===== src/rtl/harvest_pkg.sv =====
// Shared types, default timing constants and width helper for the harvest sequencer.
package harvest_pkg;

    typedef enum logic [1:0] {
        IDLE    = 2'd0,
        SETTLE  = 2'd1,
        CONVERT = 2'd2,
        PUSH    = 2'd3
    } state_t;

    localparam int unsigned DEF_NUM_CH      = 4;
    localparam int unsigned DEF_DATA_W      = 8;
    localparam int unsigned DEF_SETTLE_CYC  = 4;
    localparam int unsigned DEF_PERIOD_CYC  = 64;
    localparam int unsigned DEF_TIMEOUT_CYC = 16;

    // Bits needed to hold values 0..n-1, never less than one.
    function automatic int unsigned idx_w(input int unsigned n);
        return (n <= 1) ? 1 : $clog2(n);
    endfunction

endpackage


===== src/rtl/harvest_sequencer_rr_next_channel.sv =====
// Picks the next enabled channel strictly above the current one, or the lowest one on start.
module rr_next_channel #(
    parameter int unsigned NUM_CH = 4,
    parameter int unsigned CH_W   = 2
) (
    input  logic [NUM_CH-1:0] i_mask,
    input  logic [CH_W-1:0]   i_cur,
    input  logic              i_start,
    output logic [CH_W-1:0]   o_next,
    output logic              o_none
);

    // Scan downward so the lowest qualifying bit is the one left standing.
    always_comb begin
        o_next = '0;
        o_none = 1'b1;
        for (int i = NUM_CH - 1; i >= 0; i--) begin
            if (i_mask[i] && (i_start || (i > int'(i_cur)))) begin
                o_next = CH_W'(i);
                o_none = 1'b0;
            end
        end
    end

endmodule


===== src/rtl/harvest_sequencer.sv =====
// Periodic sweep scheduler sharing one converter between NUM_CH harvesting sources.
module harvest_sequencer
    import harvest_pkg::*;
#(
    parameter int unsigned NUM_CH      = DEF_NUM_CH,
    parameter int unsigned DATA_W      = DEF_DATA_W,
    parameter int unsigned SETTLE_CYC  = DEF_SETTLE_CYC,
    parameter int unsigned PERIOD_CYC  = DEF_PERIOD_CYC,
    parameter int unsigned TIMEOUT_CYC = DEF_TIMEOUT_CYC,
    localparam int unsigned CH_W       = idx_w(NUM_CH)
) (
    input  logic              clk,
    input  logic              rst,
    input  logic              en,
    input  logic [NUM_CH-1:0] ch_enable,
    output logic [CH_W-1:0]   ch_sel,
    output logic              conv_start,
    input  logic              conv_done,
    input  logic [DATA_W-1:0] conv_data,
    output logic              out_valid,
    input  logic              out_ready,
    output logic [DATA_W-1:0] out_data,
    output logic [CH_W-1:0]   out_ch,
    output logic              out_err,
    output logic              busy,
    output logic [7:0]        overrun_cnt
);

    localparam int unsigned PER_W = idx_w(PERIOD_CYC);
    localparam int unsigned SET_W = idx_w(SETTLE_CYC);
    localparam int unsigned TMO_W = idx_w(TIMEOUT_CYC);

    state_t              r_state;
    logic [PER_W-1:0]    r_period_cnt;
    logic [SET_W-1:0]    r_settle_cnt;
    logic [TMO_W-1:0]    r_tmo_cnt;
    logic [NUM_CH-1:0]   r_mask_q;

    state_t              w_state_nxt;
    logic [SET_W-1:0]    w_settle_nxt;
    logic [TMO_W-1:0]    w_tmo_nxt;
    logic [NUM_CH-1:0]   w_mask_nxt;
    logic [CH_W-1:0]     w_ch_sel_nxt;
    logic                w_conv_start_nxt;
    logic                w_out_valid_nxt;
    logic [DATA_W-1:0]   w_out_data_nxt;
    logic [CH_W-1:0]     w_out_ch_nxt;
    logic                w_out_err_nxt;
    logic                w_busy_nxt;

    logic                w_tick;
    logic                w_idle;
    logic [NUM_CH-1:0]   w_rr_mask;
    logic [CH_W-1:0]     w_rr_next;
    logic                w_rr_none;

    assign w_tick    = en && (r_period_cnt == PER_W'(PERIOD_CYC - 1));
    assign w_idle    = (r_state == IDLE);
    assign w_rr_mask = w_idle ? ch_enable : r_mask_q;

    rr_next_channel #(
        .NUM_CH (NUM_CH),
        .CH_W   (CH_W)
    ) u_rr (
        .i_mask  (w_rr_mask),
        .i_cur   (ch_sel),
        .i_start (w_idle),
        .o_next  (w_rr_next),
        .o_none  (w_rr_none)
    );

    // Free-running sweep period counter, parked at zero while disabled.
    always_ff @(posedge clk or posedge rst) begin
        if (rst) begin
            r_period_cnt <= '0;
        end else if (!en || w_tick) begin
            r_period_cnt <= '0;
        end else begin
            r_period_cnt <= r_period_cnt + PER_W'(1);
        end
    end

    // Ticks that arrive mid-sweep are dropped and counted, saturating.
    always_ff @(posedge clk or posedge rst) begin
        if (rst) begin
            overrun_cnt <= '0;
        end else if (w_tick && busy && (overrun_cnt != 8'hFF)) begin
            overrun_cnt <= overrun_cnt + 8'd1;
        end
    end

    // Next-state and next-output logic for the sweep FSM.
    always_comb begin
        w_state_nxt      = r_state;
        w_settle_nxt     = r_settle_cnt;
        w_tmo_nxt        = r_tmo_cnt;
        w_mask_nxt       = r_mask_q;
        w_ch_sel_nxt     = ch_sel;
        w_conv_start_nxt = 1'b0;
        w_out_valid_nxt  = out_valid;
        w_out_data_nxt   = out_data;
        w_out_ch_nxt     = out_ch;
        w_out_err_nxt    = out_err;
        w_busy_nxt       = busy;

        case (r_state)
            IDLE: begin
                if (w_tick && (ch_enable != '0)) begin
                    w_mask_nxt   = ch_enable;
                    w_ch_sel_nxt = w_rr_next;
                    w_settle_nxt = '0;
                    w_busy_nxt   = 1'b1;
                    w_state_nxt  = SETTLE;
                end
            end
            SETTLE: begin
                if (!en) begin
                    w_busy_nxt  = 1'b0;
                    w_state_nxt = IDLE;
                end else if (r_settle_cnt == SET_W'(SETTLE_CYC - 1)) begin
                    w_conv_start_nxt = 1'b1;
                    w_tmo_nxt        = '0;
                    w_state_nxt      = CONVERT;
                end else begin
                    w_settle_nxt = r_settle_cnt + SET_W'(1);
                end
            end
            CONVERT: begin
                if (!en) begin
                    w_busy_nxt  = 1'b0;
                    w_state_nxt = IDLE;
                end else if (conv_done) begin
                    w_out_data_nxt  = conv_data;
                    w_out_err_nxt   = 1'b0;
                    w_out_ch_nxt    = ch_sel;
                    w_out_valid_nxt = 1'b1;
                    w_state_nxt     = PUSH;
                end else if (!conv_start) begin
                    // Timeout window opens the cycle after the start strobe.
                    if (r_tmo_cnt == TMO_W'(TIMEOUT_CYC - 1)) begin
                        w_out_data_nxt  = '0;
                        w_out_err_nxt   = 1'b1;
                        w_out_ch_nxt    = ch_sel;
                        w_out_valid_nxt = 1'b1;
                        w_state_nxt     = PUSH;
                    end else begin
                        w_tmo_nxt = r_tmo_cnt + TMO_W'(1);
                    end
                end
            end
            PUSH: begin
                if (out_ready) begin
                    w_out_valid_nxt = 1'b0;
                    if (en && !w_rr_none) begin
                        w_ch_sel_nxt = w_rr_next;
                        w_settle_nxt = '0;
                        w_state_nxt  = SETTLE;
                    end else begin
                        w_busy_nxt  = 1'b0;
                        w_state_nxt = IDLE;
                    end
                end
            end
            default: begin
                w_busy_nxt  = 1'b0;
                w_state_nxt = IDLE;
            end
        endcase
    end

    // State and registered outputs.
    always_ff @(posedge clk or posedge rst) begin
        if (rst) begin
            r_state      <= IDLE;
            r_settle_cnt <= '0;
            r_tmo_cnt    <= '0;
            r_mask_q     <= '0;
            ch_sel       <= '0;
            conv_start   <= 1'b0;
            out_valid    <= 1'b0;
            out_data     <= '0;
            out_ch       <= '0;
            out_err      <= 1'b0;
            busy         <= 1'b0;
        end else begin
            r_state      <= w_state_nxt;
            r_settle_cnt <= w_settle_nxt;
            r_tmo_cnt    <= w_tmo_nxt;
            r_mask_q     <= w_mask_nxt;
            ch_sel       <= w_ch_sel_nxt;
            conv_start   <= w_conv_start_nxt;
            out_valid    <= w_out_valid_nxt;
            out_data     <= w_out_data_nxt;
            out_ch       <= w_out_ch_nxt;
            out_err      <= w_out_err_nxt;
            busy         <= w_busy_nxt;
        end
    end

endmodule


===== config.mk =====
export PLATFORM = sky130hd
export DESIGN_NAME = harvest_sequencer
export DESIGN_NICKNAME = d
export VERILOG_FILES = /design/src/rtl/harvest_pkg.sv /design/src/rtl/harvest_sequencer_rr_next_channel.sv /design/src/rtl/harvest_sequencer.sv
export SDC_FILE = /design/constraint.sdc
export NUM_CORES = 1
export LEC_CHECK = 0
export BUFFER_PORTS_ARGS = -buffer_cell sky130_fd_sc_hd__buf_4
export CAP_MARGIN = 30
export CORE_MARGIN = 5
export CORE_UTILIZATION = 50
export DETAILED_ROUTE_END_ITERATION = 10
export PLACE_DENSITY = 0.84
export SYNTH_ARGS = -nofsm -noshare
export SYNTH_HDL_FRONTEND = slang
export SYNTH_SLANG_ARGS = --single-unit

===== constraint.sdc =====
create_clock -name clk -period 2.35 [get_ports clk]
set_input_delay 0.47 -clock clk [delete_from_list [all_inputs] [get_ports clk]]
set_output_delay 0.47 -clock clk [all_outputs]
set_load 0.01 [all_outputs]

Yosys cells after proc, flatten, opt, wreduce, memory -nomap -nowiden:

Index checks and enable logic that the tools add are counted.

* $add $sub $neg: 4
* order comparisons: 3
* eq/ne operators: 25
* multiplexer cells: 58
* reduce and logical (&&, ||, !) cells: 31

Operator list (number)
* $mux W2: 23
* $mux W4: 7
* $mux W8: 3
* $ne A2 B2 Y1 const B: 12
* $mux W1: 18
* $reduce_and A4 Y1: 3
* $reduce_and A5 Y1: 2
* $logic_and A1 B1 Y1: 9
* $ne A3 B3 Y1 const B: 3
* $add A8 B1 Y8 const B: 1
* $ne A4 B4 Y1 const B: 2
* $ne A8 B8 Y1 const B: 1
* $pmux W2 S4: 1
* $pmux W4 S2: 1
* $reduce_bool A2 Y1: 4
* $reduce_and A7 Y1: 1
* $add A6 B1 Y6 const B: 1
* $eq A2 B2 Y1 const B: 3
* $eq A6 B6 Y1 const B: 1
* $mux W6: 1
* $pmux W2 S3: 1
* $reduce_and A6 Y1: 1
* $add A4 B1 Y4 const B: 1
* $eq A4 B4 Y1 const B: 1
* 15 further kinds: 20

* flip-flop bits (word level): 42
* input bits: 17
* output and inout bits: 24
* logic and storage cells: 134

Longest topological paths before layout:

* depth after elaboration: 12
* gate-level depth with buffers: 8
* mapped depth without buffers: 7

Modules after synthesis:

From an unflattened synthesis, not the netlist that was laid out.

* cell total of the unflattened synthesis: 198
* area, all modules: 2180.8 sq um

By module, submodules not included
* harvest_sequencer: instances 1, cells each 181, area an instance 2082.0 sq um
* rr_next_channel: instances 1, cells each 17, area an instance 98.8 sq um

Least setup slack after synthesis:

No wires, ideal clock.

* path type: register to register
* from: register r_state[0]
* to: register busy
* arrival time: 2.025 ns
* slack: 0.200 ns
* stages on the path, launching flop included: 8
* path buffers: 0
* clock period less this slack: 2.150 ns
* path through: dfrtp_1 > inv_1 > ha_1 > mux2_2 > o2bb2ai_1 > o311a_1 > a211oi_2 > mux2_2

* elaborated cells on any way between the ends: 25
* those cells by class: 7 x eq/ne; 6 x mux; 12 x reduce/logical

RTL lines
* from (decl): line harvest_sequencer.sv:33 `state_t r_state;`
* from (signal assigned): line harvest_sequencer.sv:186 `r_state <= w_state_nxt;`
* $eq A2 B2 Y1 / $eq A2 B1 Y1 (equally long branches): line harvest_sequencer.sv:106 `case (r_state)`
* $reduce_or A2 Y1 (no source line)
* $pmux W1 S3 *: line harvest_sequencer.sv:106
* via w_busy_nxt: line harvest_sequencer.sv:49 `logic w_busy_nxt;`
* to (signal assigned): line harvest_sequencer.sv:196 `busy <= w_busy_nxt;`
* to (decl): line harvest_sequencer.sv:25 `output logic busy,`

The timed path passes the listed nets; every way through them passes the cells marked *.
A chain may end at the register's enable or synchronous reset.

Final worst setup path:

* from: register r_state[1]
* to: register busy

The elaborated chain is that of the path after synthesis.

==> results by group <==
Setup path
  – Maximum fanout along the worst path: 7
  – Max stage delay cell, worst path: sky130_fd_sc_hd__dfrtp_1
  – Delay-heaviest family, CP: compound AO/OA/AOI/OAI gates
  – Worst EP arrival: 2.44 ns
  – Worst path required time: around 2.5 ns
  – Largest stage delay, worst path: 0.41 ns
  – Classification of the worst setup path: flip-flop to flip-flop
  – WP buf/inv: 2
  – Critical Path End Type: flip-flop
  – Startpoint class of the critical path: flip-flop
  – Chain of cells forming the critical path: inv_1 > ha_4 > buf_4 > mux2i_4 > o2bb2ai_1 > o311a_1 > a211oi_2 > mux2_2

STA
  – Worst Hold Margin: 0.308 ns
  – Tightest Pin Transition: ~0.52 ns
  – Unrepaired setup endpoints after global routing: no
  – Maximum clock skew at final layout: between 0.007 and 0.008 ns
  – Count of endpoints failing setup in the final report: 0
  – Hold violation count in the final report: 0
  – Crit path time final: ~2.3 ns
  – Max-slew violation count: 0
  – Slew HR: approximately 65%
  – Setup slack of the critical path after layout: around 0.089 ns
  – Share of the clock period used by the worst path after layout: a little over nine tenths
  – Setup TNS: 0 ns
  – Achievable clock frequency: roughly 440 MHz

Logic synthesis
  – Dominant cells by area after synthesis: sky130_fd_sc_hd__dfrtp_1 49%, sky130_fd_sc_hd__ha_1 5.4%, sky130_fd_sc_hd__a22o_1 3.8%, sky130_fd_sc_hd__nand2_1 3.4%, sky130_fd_sc_hd__xor2_1 3.4%
  – Synthesized cell area: approximately 2100 sq um
  – Fraction of post-synthesis cell area in the top cell type by area: around half
  – Syn_nets: 210
  – Post-synthesis cell type count: 43
  – Primary FF master, synth: sky130_fd_sc_hd__dfrtp_1
  – Count of synthesis-stage warnings from yosys: 0
  – Number of flops mapped to enable cells by yosys: 0
  – Post-synthesis async set-or-reset flop share: 100%
  – Sequential area share after synthesis: 49.2%
  – Avg Cell Area, Syn: approximately 11 sq um
  – Cell taking the most area after synthesis: sky130_fd_sc_hd__dfrtp_1
  – Synthesized netlist cell count: ~180
  – Number of synthesized register bits: between 40 and 50

Placed design
  – Count of buffers from port buffering: 40
  – Global placer's final weighted congestion: 0.751
  – Placement Cell Area: 2460 sq um
  – Final HPWL from detailed placement: between 3000 and 4000 microns
  – Post-Place Cells: 274
  – Pre-CTS setup slack: roughly 0.027 ns

Final layout
  – Fraction of layout cells with a size suffix above 1: between 20% and 30%
  – Final nets: between 200 and 300
  – Layout area overhead: 23.3%
  – Flip-flop and latch area: 1030 sq um
  – Multi-input gate area: slightly above 1000 sq um
  – Diodes inserted: 0
  – Final core occ: between 60% and 70%
  – Filler instances: 320
  – Final instance area: approximately 2600 sq um
  – Final Non-Filler Cells: around 280

Detailed routing
  – Number of nets with antenna violations after detailed routing: 0
  – Number of design rule violations left after detail routing: 0
  – Number of search-and-repair iterations in the first detailed-routing pass: 4
  – Vias: ~1500
  – Final routed wirelength across all metal layers: about 4400 microns
  – Number of DRC markers in iteration 0: 92
  – Via density: between 5 and 6
  – Routed WL per cell: around 16 microns

Outcome
  – Status: finished, final reports clean

Min path
  – HP Class: input pin to asynchronous set/reset pin

Die
  – Effective utilization at floorplan: between 50% and 60%
  – X dimension of the die: about 75 microns
  – Vertical die dimension: between 70 and 80 microns
  – Core box area: roughly 4000 sq um
  – Count of boundary I/O pins: roughly 40
  – Placement row count: 23
  – Total Die Area: about 5600 sq um

Clock tree
  – Post-CTS setup buffer count: 0
  – Max clock buf depth: 2
  – Register clock-pin slew on the reported worst setup and hold paths: approximately 0.08 ns
  – H-tree Lvls: 2
  – Number of buffers created by CTS: 5
  – Clock tree from TritonCTS: yes
  – Clock latency of the later-clocked register in the worst-skew pair: roughly 0.30 ns
  – Clock root buffer master: sky130_fd_sc_hd__clkbuf_8
  – TritonCTS Sinks: between 40 and 50

Pwr
  – Leakage dissipation: roughly 1.3 nW
  – VDD IR max: about 0.00036 V
  – Power per cell area: between 1000 and 1500 nW/um^2
  – Overall power: approximately 2.6 mW

Global routing
  – Pin count of the biggest net entering global routing: 42
  – Overflow left after global routing: 0
  – Antenna violations before repair: 0
  – First-pass GRT wire length: 7250 microns
  – All-layer global routing usage: between 15 and 20%
  – Via count of the first global-routing pass: between 1500 and 2000

Job
  – Maximum Capacitance Violations: 0
final timing paths:
check / start / end / slack, ns / depth (start not counted)
setup / recovery: r_state[1]$_DFFE_PP0P_ / busy$_DFFE_PP0P_ / 0.09 / 8
hold / removal: rst / out_valid$_DFFE_PP0P_ / 0.31 / 3
setup reg to reg: r_state[1]$_DFFE_PP0P_ / busy$_DFFE_PP0P_ / 0.09 / 8
hold reg to reg: r_period_cnt[0]$_DFF_PP0_ / r_period_cnt[0]$_DFF_PP0_ / 0.46 / 1
max in group asynchronous: rst / r_state[0]$_DFFE_PP0P_ / 1.68 / 3
min in group clk: conv_data[2] / out_data[2]$_DFFE_PP0P_ / 0.38 / 2
layout make-up:
class                      instances  share of cell area (%)
timing repair buffer              45                    13.2
inverter                           9                    1.32
clock buffer                       7                    3.36
tap                               50                    2.44
multi-input combinational        129                    39.8
sequential                        41                    39.9
power breakdown:
part           switching [mW]  internal [mW]
clock                   0.233          0.233
combinational           0.551          0.606
sequential              0.117          0.868
cell families after synthesis:
family | after synthesis | synth area share (%)
simple gates | 64 | 16.0
flops | 41 | 49.2
compound gates | 30 | 14.2
buf+inv | 14 | 2.88
xor+xnor | 13 | 5.47
mux | 13 | 6.85
fa+ha+maj | 9 | 5.41
cell usage after synthesis, drive strengths merged (2+ instances only):
cell,n
and4,2
mux2,7
nand3,6
and2,4
a311o,2
xor2,8
a21oi,2
xnor2,5
clkbuf,4
nand2,19
o211ai,2
dfrtp,41
nand3b,2
inv,9
nand2b,3
ha,9
and3,9
a211oi,4
a22o,9
o21ai,3
mux2i,6
nor2,12
placed cells by master, fill, tap and decap left out, types with 2 or more instances in the layout:
| cell type | count |
|---|---|
| sky130_fd_sc_hd__inv_1 | 8 |
| sky130_fd_sc_hd__xnor2_1 | 5 |
| sky130_fd_sc_hd__nor2_1 | 12 |
| sky130_fd_sc_hd__a22o_1 | 9 |
| sky130_fd_sc_hd__and2_1 | 4 |
| sky130_fd_sc_hd__mux2i_1 | 5 |
| sky130_fd_sc_hd__nand2_1 | 19 |
| sky130_fd_sc_hd__xor2_1 | 8 |
| sky130_fd_sc_hd__clkbuf_8 | 6 |
| sky130_fd_sc_hd__nand3b_1 | 2 |
| sky130_fd_sc_hd__and3_1 | 8 |
| sky130_fd_sc_hd__mux2_2 | 5 |
| sky130_fd_sc_hd__ha_1 | 8 |
| sky130_fd_sc_hd__a211oi_1 | 2 |
| sky130_fd_sc_hd__a21oi_1 | 2 |
| sky130_fd_sc_hd__a311o_1 | 2 |
| sky130_fd_sc_hd__dfrtp_1 | 41 |
| sky130_fd_sc_hd__and4_1 | 2 |
| sky130_fd_sc_hd__nand2b_1 | 3 |
| sky130_fd_sc_hd__nand3_1 | 6 |
| sky130_fd_sc_hd__o21ai_0 | 3 |
| sky130_fd_sc_hd__o211ai_1 | 2 |
| sky130_fd_sc_hd__buf_4 | 45 |
| sky130_fd_sc_hd__a211oi_2 | 2 |
worst min-delay path: stages:
cell and delay (ns):
sky130_fd_sc_hd__buf_4 0.10, sky130_fd_sc_hd__inv_1 0.04, sky130_fd_sc_hd__buf_4 0.44
flip-flops by register name (all words and copies together), names as in the netlist:
name	count
busy	1
ch_sel	2
conv_start	1
out_ch	2
out_data	8
out_err	1
out_valid	1
overrun_cnt	8
r_mask_q	3
r_period_cnt	6
r_settle_cnt	2
r_state	2
r_tmo_cnt	4
layer usage:
metal | part of all wire (%) | wire (microns) | track usage, % | vias to the layer above
met2 | 50 | 2200 | 27.7 | 32
met5 | 0 | 0 | 0 | -
met3 | 3.9 | 174 | 3.51 | 9
met4 | 2.1 | 94 | 9.09 | 0
li1 | - | - | - | 748
met1 | 44 | 1930 | 21.4 | 760
repair_timing:
action,in CTS,in global routing
resized for setup,2,2
hold buffers,0,0
endpoints found under the setup margin,1,2
Power figures use the tool's default switching activity.
